File: config.mk
export PLATFORM = sky130hd
export DESIGN_NAME = pwm_capture_flat
export DESIGN_NICKNAME = d
export VERILOG_FILES = /design/src/rtl/pwm_capture_if.sv /design/src/rtl/pwm_capture.sv /design/src/flat_wrapper.sv
export SDC_FILE = /design/constraint.sdc
export NUM_CORES = 1
export LEC_CHECK = 0
export ABC_CLOCK_PERIOD_IN_PS = 1700
export CAP_MARGIN = 25
export CORE_MARGIN = 1.5
export CORE_UTILIZATION = 49
export DETAILED_ROUTE_END_ITERATION = 12
export PLACE_DENSITY = 0.86
export SYNTH_ARGS = -nofsm -noshare
export SYNTH_HDL_FRONTEND = slang
export SYNTH_SLANG_ARGS = --single-unit
File: constraint.sdc
create_clock -name clk -period 1.7 [get_ports clk]
set_clock_uncertainty 0.15 [all_clocks]
set_input_delay 0.34 -clock clk [delete_from_list [all_inputs] [get_ports clk]]
set_output_delay 0.34 -clock clk [all_outputs]
set_load 0.01 [all_outputs]
File: src/rtl/pwm_capture_if.sv
// pwm_capture_if: PWM input and measurement results bundled between a PWM source/consumer and pwm_capture.
interface pwm_capture_if #(
   parameter int CNT_W = 16
);
   logic             pwm_in;
   logic [CNT_W-1:0] period;
   logic [CNT_W-1:0] high_time;
   logic             meas_valid;
   logic             locked;
   logic             stuck_high;
   logic             stuck_low;
   modport master (output pwm_in, input period, high_time, meas_valid, locked, stuck_high, stuck_low);
   modport slave  (input pwm_in, output period, high_time, meas_valid, locked, stuck_high, stuck_low);
endinterface

File: src/rtl/pwm_capture.sv
// pwm_capture: measures period and high time of an asynchronous PWM input and flags stuck (edgeless) inputs.
// Optional run-length glitch filter enabled by defining PWM_CAP_FILTER_EN.
module pwm_capture #(
   parameter int CNT_W      = 16,
   parameter int FILTER_LEN = 4
) (
   input logic          clk,
   input logic          rst,
   pwm_capture_if.slave bus
);
   typedef enum logic {IDLE, MEAS} state_t;
   localparam logic [CNT_W-1:0] MAX = '1;
   localparam logic [CNT_W-1:0] ONE = CNT_W'(1);
   if (FILTER_LEN < 2 || FILTER_LEN > 16) begin : g_bad_filter_len
      $error("pwm_capture: FILTER_LEN must be in 2..16");
   end
   state_t           state_q, state_d;
   logic             sync1_q, sync1_d, sync2_q, sync2_d, prev_q, prev_d, level, rise;
   logic             to_q, to_d, timeout;
   logic [CNT_W-1:0] pcnt_q, pcnt_d, hcnt_q, hcnt_d;
   logic [CNT_W-1:0] period_q, period_d, high_q, high_d;
   logic             valid_q, valid_d, locked_q, locked_d, sh_q, sh_d, sl_q, sl_d;
`ifdef PWM_CAP_FILTER_EN
   logic       filt_q, filt_d;
   logic [4:0] fcnt_q, fcnt_d;
   // Level only follows the synchroniser after FILTER_LEN consecutive differing samples.
   always_comb begin
      fcnt_d = (sync2_q == filt_q) ? 5'd0 : fcnt_q + 5'd1;
      filt_d = filt_q;
      if (sync2_q != filt_q && fcnt_q == 5'(FILTER_LEN - 1)) begin
         filt_d = sync2_q;
         fcnt_d = 5'd0;
      end
   end
   always_ff @(posedge clk) begin
      if (rst) begin
         filt_q <= 1'b0;
         fcnt_q <= '0;
      end else begin
         filt_q <= filt_d;
         fcnt_q <= fcnt_d;
      end
   end
   assign level = filt_q;
`else
   assign level = sync2_q;
`endif
   always_comb begin
      sync1_d  = bus.pwm_in;
      sync2_d  = sync1_q;
      prev_d   = level;
      rise     = level & ~prev_q;
      pcnt_d   = rise ? ONE : (pcnt_q == MAX ? MAX : pcnt_q + ONE);
      hcnt_d   = rise ? ONE : (level && hcnt_q != MAX ? hcnt_q + ONE : hcnt_q);
      // to_q marks that this saturation was already reported, so flags fire once per stall.
      timeout  = pcnt_q == MAX && !rise && !to_q;
      to_d     = rise ? 1'b0 : (timeout | to_q);
      state_d  = state_q;
      period_d = period_q;
      high_d   = high_q;
      valid_d  = 1'b0;
      locked_d = locked_q;
      sh_d     = sh_q;
      sl_d     = sl_q;
      if (rise) begin
         state_d = MEAS;
         sh_d    = 1'b0;
         sl_d    = 1'b0;
         if (state_q == MEAS) begin
            period_d = pcnt_q;
            high_d   = hcnt_q;
            valid_d  = 1'b1;
            locked_d = 1'b1;
         end
      end else if (timeout) begin
         state_d  = IDLE;
         locked_d = 1'b0;
         sh_d     = level;
         sl_d     = ~level;
      end
   end
   always_ff @(posedge clk) begin
      if (rst) begin
         state_q  <= IDLE;
         sync1_q  <= 1'b0;
         sync2_q  <= 1'b0;
         prev_q   <= 1'b0;
         to_q     <= 1'b0;
         pcnt_q   <= '0;
         hcnt_q   <= '0;
         period_q <= '0;
         high_q   <= '0;
         valid_q  <= 1'b0;
         locked_q <= 1'b0;
         sh_q     <= 1'b0;
         sl_q     <= 1'b0;
      end else begin
         state_q  <= state_d;
         sync1_q  <= sync1_d;
         sync2_q  <= sync2_d;
         prev_q   <= prev_d;
         to_q     <= to_d;
         pcnt_q   <= pcnt_d;
         hcnt_q   <= hcnt_d;
         period_q <= period_d;
         high_q   <= high_d;
         valid_q  <= valid_d;
         locked_q <= locked_d;
         sh_q     <= sh_d;
         sl_q     <= sl_d;
      end
   end
   assign bus.period     = period_q;
   assign bus.high_time  = high_q;
   assign bus.meas_valid = valid_q;
   assign bus.locked     = locked_q;
   assign bus.stuck_high = sh_q;
   assign bus.stuck_low  = sl_q;
endmodule

File: src/flat_wrapper.sv
// flat-port wrapper written by rule: the top's interface ports become plain ports
module pwm_capture_flat 
#(
   parameter int CNT_W      = 16,
   parameter int FILTER_LEN = 4
)
  (clk, rst, bus_pwm_in, bus_period, bus_high_time, bus_meas_valid, bus_locked, bus_stuck_high, bus_stuck_low);
  pwm_capture_if #(.CNT_W(CNT_W)) bus_i ();
  input logic clk;
  input logic rst;
  input wire logic [$bits(bus_i.pwm_in)-1:0] bus_pwm_in;
  output wire logic [$bits(bus_i.period)-1:0] bus_period;
  output wire logic [$bits(bus_i.high_time)-1:0] bus_high_time;
  output wire logic [$bits(bus_i.meas_valid)-1:0] bus_meas_valid;
  output wire logic [$bits(bus_i.locked)-1:0] bus_locked;
  output wire logic [$bits(bus_i.stuck_high)-1:0] bus_stuck_high;
  output wire logic [$bits(bus_i.stuck_low)-1:0] bus_stuck_low;
  assign bus_i.pwm_in = bus_pwm_in;
  assign bus_period = bus_i.period;
  assign bus_high_time = bus_i.high_time;
  assign bus_meas_valid = bus_i.meas_valid;
  assign bus_locked = bus_i.locked;
  assign bus_stuck_high = bus_i.stuck_high;
  assign bus_stuck_low = bus_i.stuck_low;
  pwm_capture #(.CNT_W(CNT_W), .FILTER_LEN(FILTER_LEN)) u_core (.clk(clk), .rst(rst), .bus(bus_i));
endmodule
# Yosys cells after proc, flatten, opt, wreduce, memory -nomap -nowiden
# Index checks and enable logic that the tools add are counted.
classes:
  reduce_logical: 11
  n_bitwise: 5
  addsub: 2
  n_eq_ne: 3
  muxes: 9
ops:
  columns: ["op", "count"]
  rows:
  - ["adder 16 x 1 -> 16 bit (second input constant)", 2]
  - ["== test 16 bit (second input constant)", 1]
  - ["2-to-1 mux 16 bit", 1]
  - ["!= test 16 bit (second input constant)", 1]
  - ["2-to-1 mux 1 bit", 8]
  - ["AND reduction 2 bit", 2]
  - ["nonzero test 2 bit", 2]
  - ["OR reduction 2 bit", 2]
  - ["logical AND 1 bit", 3]
  - ["NOT 1 bit", 3]
  - ["zero test 1 bit", 2]
  - ["!= test 2 x 1 -> 1 bit (second input constant)", 1]
  - ["bitwise AND 1 bit", 1]
  - ["bitwise OR 1 bit", 1]
totals:
  output_inout_bits: 36
  inputBits: 3
  reg_bits: 73

# Longest topological paths before layout
# Gate-level depths: netlist (run 1).
logic_depth:
  depth_word: 7
  depth_mapped: 7

# Least setup slack after synthesis (run 1)
# OpenSTA, ideal clock, no wires.
synth_path:
  path_kind: "reg-to-reg"
  startpoint: "reg u_core.pcnt_q[0]"
  endpoint: "reg u_core.pcnt_q[2]"
  n_path_buf: 2
  path_stages_with_launch: 8
  slack_ns: -0.033
  arrival_time_ns: 1.512
  setup_ns: 0.071
  cell_sequence: "dfxtp_1 ha_1 and4_1 buf_4 nand4_4 or2_1 buf_6 a21oi_1"
synth_via:
  elab_chain_len: 2
  word_cells_on_any_way: 3
  cone_classes: "add/sub (1); eq/ne (1); mux (1)"
synth_lines:
  columns: ["element", "line_no", "rtl"]
  rows:
  - ["start: declaration", "pwm_capture.sv:20", "logic [CNT_W-1:0] pcnt_q, pcnt_d, hcnt_q, hcnt_d;"]
  - ["start signal: assignment", "pwm_capture.sv:103", "pcnt_q <= pcnt_d;"]
  - ["adder 16 x 1 -> 16 bit or == test 16 bit (tied branches)", "pwm_capture.sv:53", "pcnt_d = rise ? ONE : (pcnt_q == MAX ? MAX : pcnt_q + ONE);"]
  - ["2-to-1 mux 16 bit *", "pwm_capture.sv:53", null]
# Mark *: on every way between the ends. The rest lies on a longest branch, timed or not.
# A chain may end at the register's enable or synchronous reset.

# Worst setup path after layout (run 1)
layout_path:
  startpoint: "reg u_core.hcnt_q[1]"
  endpoint: "reg u_core.hcnt_q[15]"
layout_via:
  elab_chain_len: 2
  word_cells_on_any_way: 3
  cone_classes: "add/sub (1); eq/ne (1); reduce/logical (1)"
layout_lines:
  columns: ["element", "line_no", "rtl"]
  rows:
  - ["start: declaration", "pwm_capture.sv:20", null]
  - ["start signal: assignment", "pwm_capture.sv:104", "hcnt_q <= hcnt_d;"]
  - ["branches (longest 2 deep; another with adder 16 x 1 -> 16 bit)", null, null]
# Parallel ways; which one is timed is not known.

==> results of run 1 <==
## registers in the layout, summed over array words and instances, names as in the netlist
name,cells
u_core.bus.stuck_low,1
u_core.prev_q,1
u_core.pcnt_q,16
u_core.bus.locked,1
u_core.sync1_q,1
u_core.bus.stuck_high,1
u_core.bus.meas_valid,1
u_core.level,1
u_core.to_q,1
u_core.state_q,1
u_core.bus.high_time,16
u_core.bus.period,16
u_core.hcnt_q,16
## cell type report
class / count / area [um^2] / area share (%)
Timing Repair Buffer: 90 / 742.0 / 18.44
Tap cell: 75 / 93.84 / 2.332
Clock buffer: 13 / 148.9 / 3.700
Sequential cell: 73 / 1486 / 36.94
Clock inverter: 2 / 38.79 / 0.9639
Inverter: 7 / 26.28 / 0.6530
Multi-Input combinational cell: 250 / 1488 / 36.97
## cell families after synthesis
| logic type | Yosys count |
|---|---|
| adders and majority gates | 2 |
| DFF | 73 |
| xor gates and xnor gates | 9 |
| muxes | 3 |
| AOI/OAI and AO/OA | 77 |
| buffers and inverters | 30 |
| and+or+nand+nor | 158 |
## stage by stage
step,worst slack (ps),std cells,cell area [um^2],utilization [%]
floorplan,3.004,352,3063,-
global placement,-13.57,494,3799,63.78
detailed placement,-81.67,494,3799,63.78
CTS,0.7639,509,3958,66.45
global route,-6.378,510,4024,67.56
finish,33.64,510,4024,67.56
## worst register-to-register path, stage by stage, from the launching register on
cell	delay (ps)
dfxtp_2	360
and2_2	220
nand4_4	140
or4b_4	550
o211a_1	140
## worst min-delay path by stage
stage,endpoint,slack (ps),depth (start not counted)
after floorplan,u_core.level,260,1
after global placement,u_core.level,270,1
after detailed placement,u_core.bus.period[4],300,2
after CTS,u_core.bus.period[8],300,2
after global routing,u_core.bus.period[9],330,2
final,u_core.level,300,1
## routing by layer
| metal | track usage, % | up-vias | routed length, um |
|---|---|---|---|
| met5 | 0 | - | 0 |
| met4 | 9.322 | 0 | 140 |
| met3 | 5.556 | 13 | 321 |
| met2 | 38.77 | 80 | 3665 |
| met1 | 30.66 | 1308 | 3449 |
| li1 | - | 1387 | - |
## power by group through the flow
stage / clock [mW] / combinational (mW) / sequential (mW)
after global routing: 1.42 / 0.121 / 1.73
after detailed placement: 0 / 0.105 / 1.77
after floorplan: 0 / 0.0606 / 1.77
after global placement: 0 / 0.101 / 1.77
after CTS: 1.34 / 0.107 / 1.73
final: 1.34 / 0.110 / 1.73
## cell usage in the layout (no fill, tap or decap), types with 4 or more instances in the layout
master	n
nand2_1	76
dfxtp_1	59
buf_4	51
a21oi_1	50
dlygate4sd2_1	35
nor2_1	15
dfxtp_2	11
clkbuf_8	10
nand4_1	9
o21ai_0	9
nand3_1	9
xor2_1	8
a31oi_1	7
inv_1	7
or3_1	5
nor3_1	4
## what timing repair did
item	in CTS	in global routing
gates cloned	0	1
gates resized for setup	41	24
pin swaps	1	5
endpoints found under the setup margin	43	53
hold buffers	0	0
==> reports/qor.yml, run 1 <==
p_per_area_nw_per_um2: 789.4
htreeDepth: 3
drc: 0
maxCapViolations: 0
port_buffers: 38
start_util_pct: 51.32
syn2layout_area_growth_pct: 31.64
nFillCells: 483
required_ps: 1790
vdd_drop_max_mv: 0.6512
cp-end-kind: "flop"
holdCritStartpoint: "u_core.sync1_q"
num_io_pins: 39
grt_max_degree: 34
synth.distinct_cells: 53
p_leak_nw: 1.715
wl_per_cell_um: 14.85
finalHoldViolations: 0
routed_via_density: 5.467
path_depth: 4
synth_ff_type: "dfxtp_1"
core_area_um2: 5956
antenna_left: 0
grt_first_pass_wirelength_um: 12150
final-max-slew-violation-count: 0
clkPwrFrac_pct: 42.1
tightestPinTransition_ps: 352.6
cp_slowest_stage_delay_ps: 540
netlist_instances: 352
worstRegToRegCells: 4
async_flop_share_pct: 0
reg2reg_to: "u_core.hcnt_q[15]"
synth_area_leaders: "dfxtp_1, nand2_1, a21oi_1, xor2_1, nand4_1"
clockBufferDepth: 2
num-nets-final: 436
ys_seq_area_share_pct: 47.81
grt_usage_pct: 23.90
routed_wl_um: 7576
synth_top_family_by_area: "simple AND/OR/NAND/NOR gates"
synth_nets: 357
synth_most_common_cell: "nand2_1"
synthesis.area_per_instance_um2: 8.684
synth_area_leader_cell: "dfxtp_1"
gp_congestion: 0.8661
synth-simple-area-share_pct: 28.33
cts_made_buffers: 9
synth_compound_area_share_pct: 14.00
hpwl_um: 5040
synthAdderAreaFrac_pct: 0.8187
max_freq_mhz: 600.1
setup_tns_ps: 0
rows: 28
critical_path_class: "flop to flop"
synth_edf_count: 0
fp.dieW_um: 81.98
synthXorXnorAreaFrac_pct: 2.579
setup_viol: 0
clkLatencyLatePin_ps: 350
synth_common_cells: "nand2_1, dfxtp_1, a21oi_1, nor2_1, clkbuf_1"
drtPass1Iterations: 4
yosysWarnings: 0
p_seq_share_pct: 54.4
comb_power_share_pct: 3.5
p_sw_mw: 0.6972
path_buf_inv: 0
timing.critical_path.cells: "and2_2 -> nand4_4 -> or4b_4 -> o211a_1"
drt_iter0_drc: 238
crit_start: "u_core.hcnt_q[1]"
timing.max_slew.rel_slack_pct: 76.50
min_period_ps: 1666
p_int_mw: 2.479
die_y_um: 81.98
muxShareOfSynthArea_pct: 0.9824
drive_gt1_share_pct: 25.06
p_total_mw: 3.177
reg2reg_from: "u_core.hcnt_q[1]"
cts_setup_buffers: 0
hold_path_class: "flop to flop"
regToRegSetupSlack_ps: 30
crit_family: "simple AND/OR/NAND/NOR gates"
syn-cell-area_um2: 3057
final.period_utilization_pct: 98.02
die_area_um2: 6721
outcome: "finished, final reports clean"
vias: 2788
tritoncts: "done"
crit_end: "u_core.hcnt_q[15]"
critPathArrivalTime_ps: 1760
start_kind: "flop"
cts_root_buf: "clkbuf_8"
p_sw_share_pct: 21.95
diodes: 0
ys_ff_latch: 73
path_max_fanout: 5
hold-worst-slack_ps: 300.6
clock-sinks: 73
cpMaxStageDelayCell: "or4b_4"
overflow: 0
synth_top_cell_area_share_pct: 47.81
grt_pass1_vias: 2585
clkSlewWorstSetupHoldPaths_ps: 70
antenna_found_initial: 0
(Power assumes the default switching activity.)
==> run 2, diff against run 1 <==
CORE_MARGIN = not set   (was 1.5)
TNS_END_PERCENT = 50   (was not set)
==> reports/qor.yml, run 2 (same netlist as run 1, synthesis figures left out) <==
timing.critical_path.cells: "buf_4 -> and4_2 -> nand2_1 -> or3_1 -> a21oi_1"
fin_util_pct: 67.77  # +0.21 points
setup_tns_ps: -24.53  # -24.53 ps
wl_per_cell_um: 14.90  # +0.28%
port_buffers: 38  # unchanged
critical_path_class: "flop to flop"
routed_via_density: 5.596  # +2.4%
cts_root_buf: "clkbuf_8"
final_cell_mix: "nand2_1, dfxtp_1, buf_4, a21oi_1, dlygate4sd2_1"
start_kind: "flop"
p_per_area_nw_per_um2: 801.6  # +1.5%
grt_max_degree: 34  # unchanged
critPathArrivalTime_ps: 1850  # +90 ps
nFillCells: 467  # -3.3%
clkLatencyLatePin_ps: 350  # about the same
rsz0062_at_grt: "yes"
final_common_cell: "nand2_1"
drt_iter0_drc: 251  # +5.5%
drtPass1Iterations: 5  # +1
syn2layout_area_growth_pct: 32.05
tritoncts: "done"
diodes: 0  # unchanged
maxCapViolations: 0  # unchanged
antenna_found_initial: 0  # unchanged
cpMaxStageDelayCell: "dfxtp_1"
required_ps: 1830  # +40 ps
postCtsHoldBufs: 0  # unchanged
routed_wl_um: 7642  # +0.87%
rows: 28  # unchanged
gp_congestion: 0.8746  # +0.98%
cp_slowest_stage_delay_ps: 490  # -50 ps
cts_made_buffers: 9  # unchanged
grt_pass1_vias: 2695  # +4.3%
p_leak_nw: 1.734  # +1.1%
drc: 0  # unchanged
start_util_pct: 51.32  # unchanged
grt_usage_pct: 24.32  # +0.42 points
core_area_um2: 5956  # unchanged
outcome: "finished with violations"
violations: "negative setup slack"
final.period_utilization_pct: 101.2  # +3.1 points
setup_viol: 2  # +2
drive_gt1_share_pct: 24.89  # -0.17 points
max_freq_mhz: 581.5  # -3.1%
clockBufferDepth: 2  # unchanged
num-nets-final: 438  # +0.46%
final-max-slew-violation-count: 0  # unchanged
path_max_fanout: 7  # +2
clock-sinks: 73  # unchanged
hold_path_class: "flop to flop"
layout_setup_ws_ps: -19.61  # -53.25 ps
cp-end-kind: "flop"
die_area_um2: 6558  # -2.4%
vdd_drop_max_mv: 0.6475  # -0.56%
antenna_left: 0  # unchanged
hpwl_um: 5079  # +0.78%
clkSlewWorstSetupHoldPaths_ps: 80  # about the same
die_y_um: 80.98  # -1.2%
grt_first_pass_wirelength_um: 12070  # -0.67%
place_area_um2: 3814  # +0.40%
fp.dieW_um: 80.98  # -1.2%
tightestPinTransition_ps: 318.9  # -33.63 ps
overflow: 0  # unchanged
design_area_um2: 4036  # +0.31%
htreeDepth: 3  # unchanged
num_io_pins: 39  # unchanged
min_period_ps: 1720  # +53.25 ps
timing.max_slew.rel_slack_pct: 78.46  # +2.0 points
vias: 2871  # +3.0%
finalHoldViolations: 0  # unchanged
[run 2: cell count changes in the layout (fill, tap and decap cells not counted), moves of 3 or more]
cell	previous run	this run
clkinv_2	0	3
buf_4	51	54
dfxtp_2	11	8
dfxtp_1	59	65
dfxtp_4	3	0
clkbuf_1	3	0
[run 2: repair_timing]
action | in CTS | in global routing
setup buffers | 0 | 1
endpoints found under the setup margin | 40 | 24
pin swaps | 1 | 4
resized for setup | 39 | 17
[run 2: critical path: cells and delay by family, from the launching register on]
| kind | cells | cell delay (ps) |
|---|---|---|
| AOI/OAI and AO/OA | 1 | 180 |
| buffers and inverters | 1 | 210 |
| DFF | 1 | 490 |
| and+or+nand+nor | 3 | 620 |
[run 2: final timing paths]
kind,slack [ps],depth (start not counted),startpoint,endpoint
setup / recovery,-20,5,u_core.level,u_core.hcnt_q[5]
hold / removal,300,1,u_core.sync1_q,u_core.level
setup reg to reg,-20,5,u_core.level,u_core.hcnt_q[5]
hold reg to reg,300,1,u_core.sync1_q,u_core.level
[run 2: per-layer routing]
layer	global-route usage [%]	wire length, um	vias up
met3	4.944	470	24
met5	0	0	-
met1	31.22	3346	1344
met2	38.24	3649	112
met4	13.04	176	0
li1	-	-	1391
[run 2: report_power, final]
part / internal (mW) / switching (mW) / leakage [nW]
registers: 1.72 / 0.0110 / 0.593
clock network: 0.752 / 0.644 / 0.109
logic: 0.0443 / 0.0624 / 1.03
total: 2.52 / 0.717 / 1.73
[run 2: area by class of cell]
class | instances | area [um^2] | share of cell area, %
Inverter | 7 | 26.28 | 0.6510
Timing Repair Buffer | 93 | 764.5 | 18.94
Tap cell | 75 | 93.84 | 2.325
Clock buffer | 11 | 151.4 | 3.751
Multi-Input combinational cell | 249 | 1475 | 36.55
Sequential cell | 73 | 1471 | 36.45
Clock inverter | 5 | 53.80 | 1.333
[run 2: per-stage QoR]
stage	instances	hold slack (ps)	worst slack [ps]	power (mW)
2_1_floorplan	352	263.8	3.004	1.831
5_1_grt	513	320.9	-52.92	3.345
4_1_cts	512	302.0	0.9314	3.255
3_3_place_gp	496	267.4	-11.97	1.869
3_5_place_dp	496	284.7	-145.1	1.874
6_report	513	298.1	-19.61	3.236
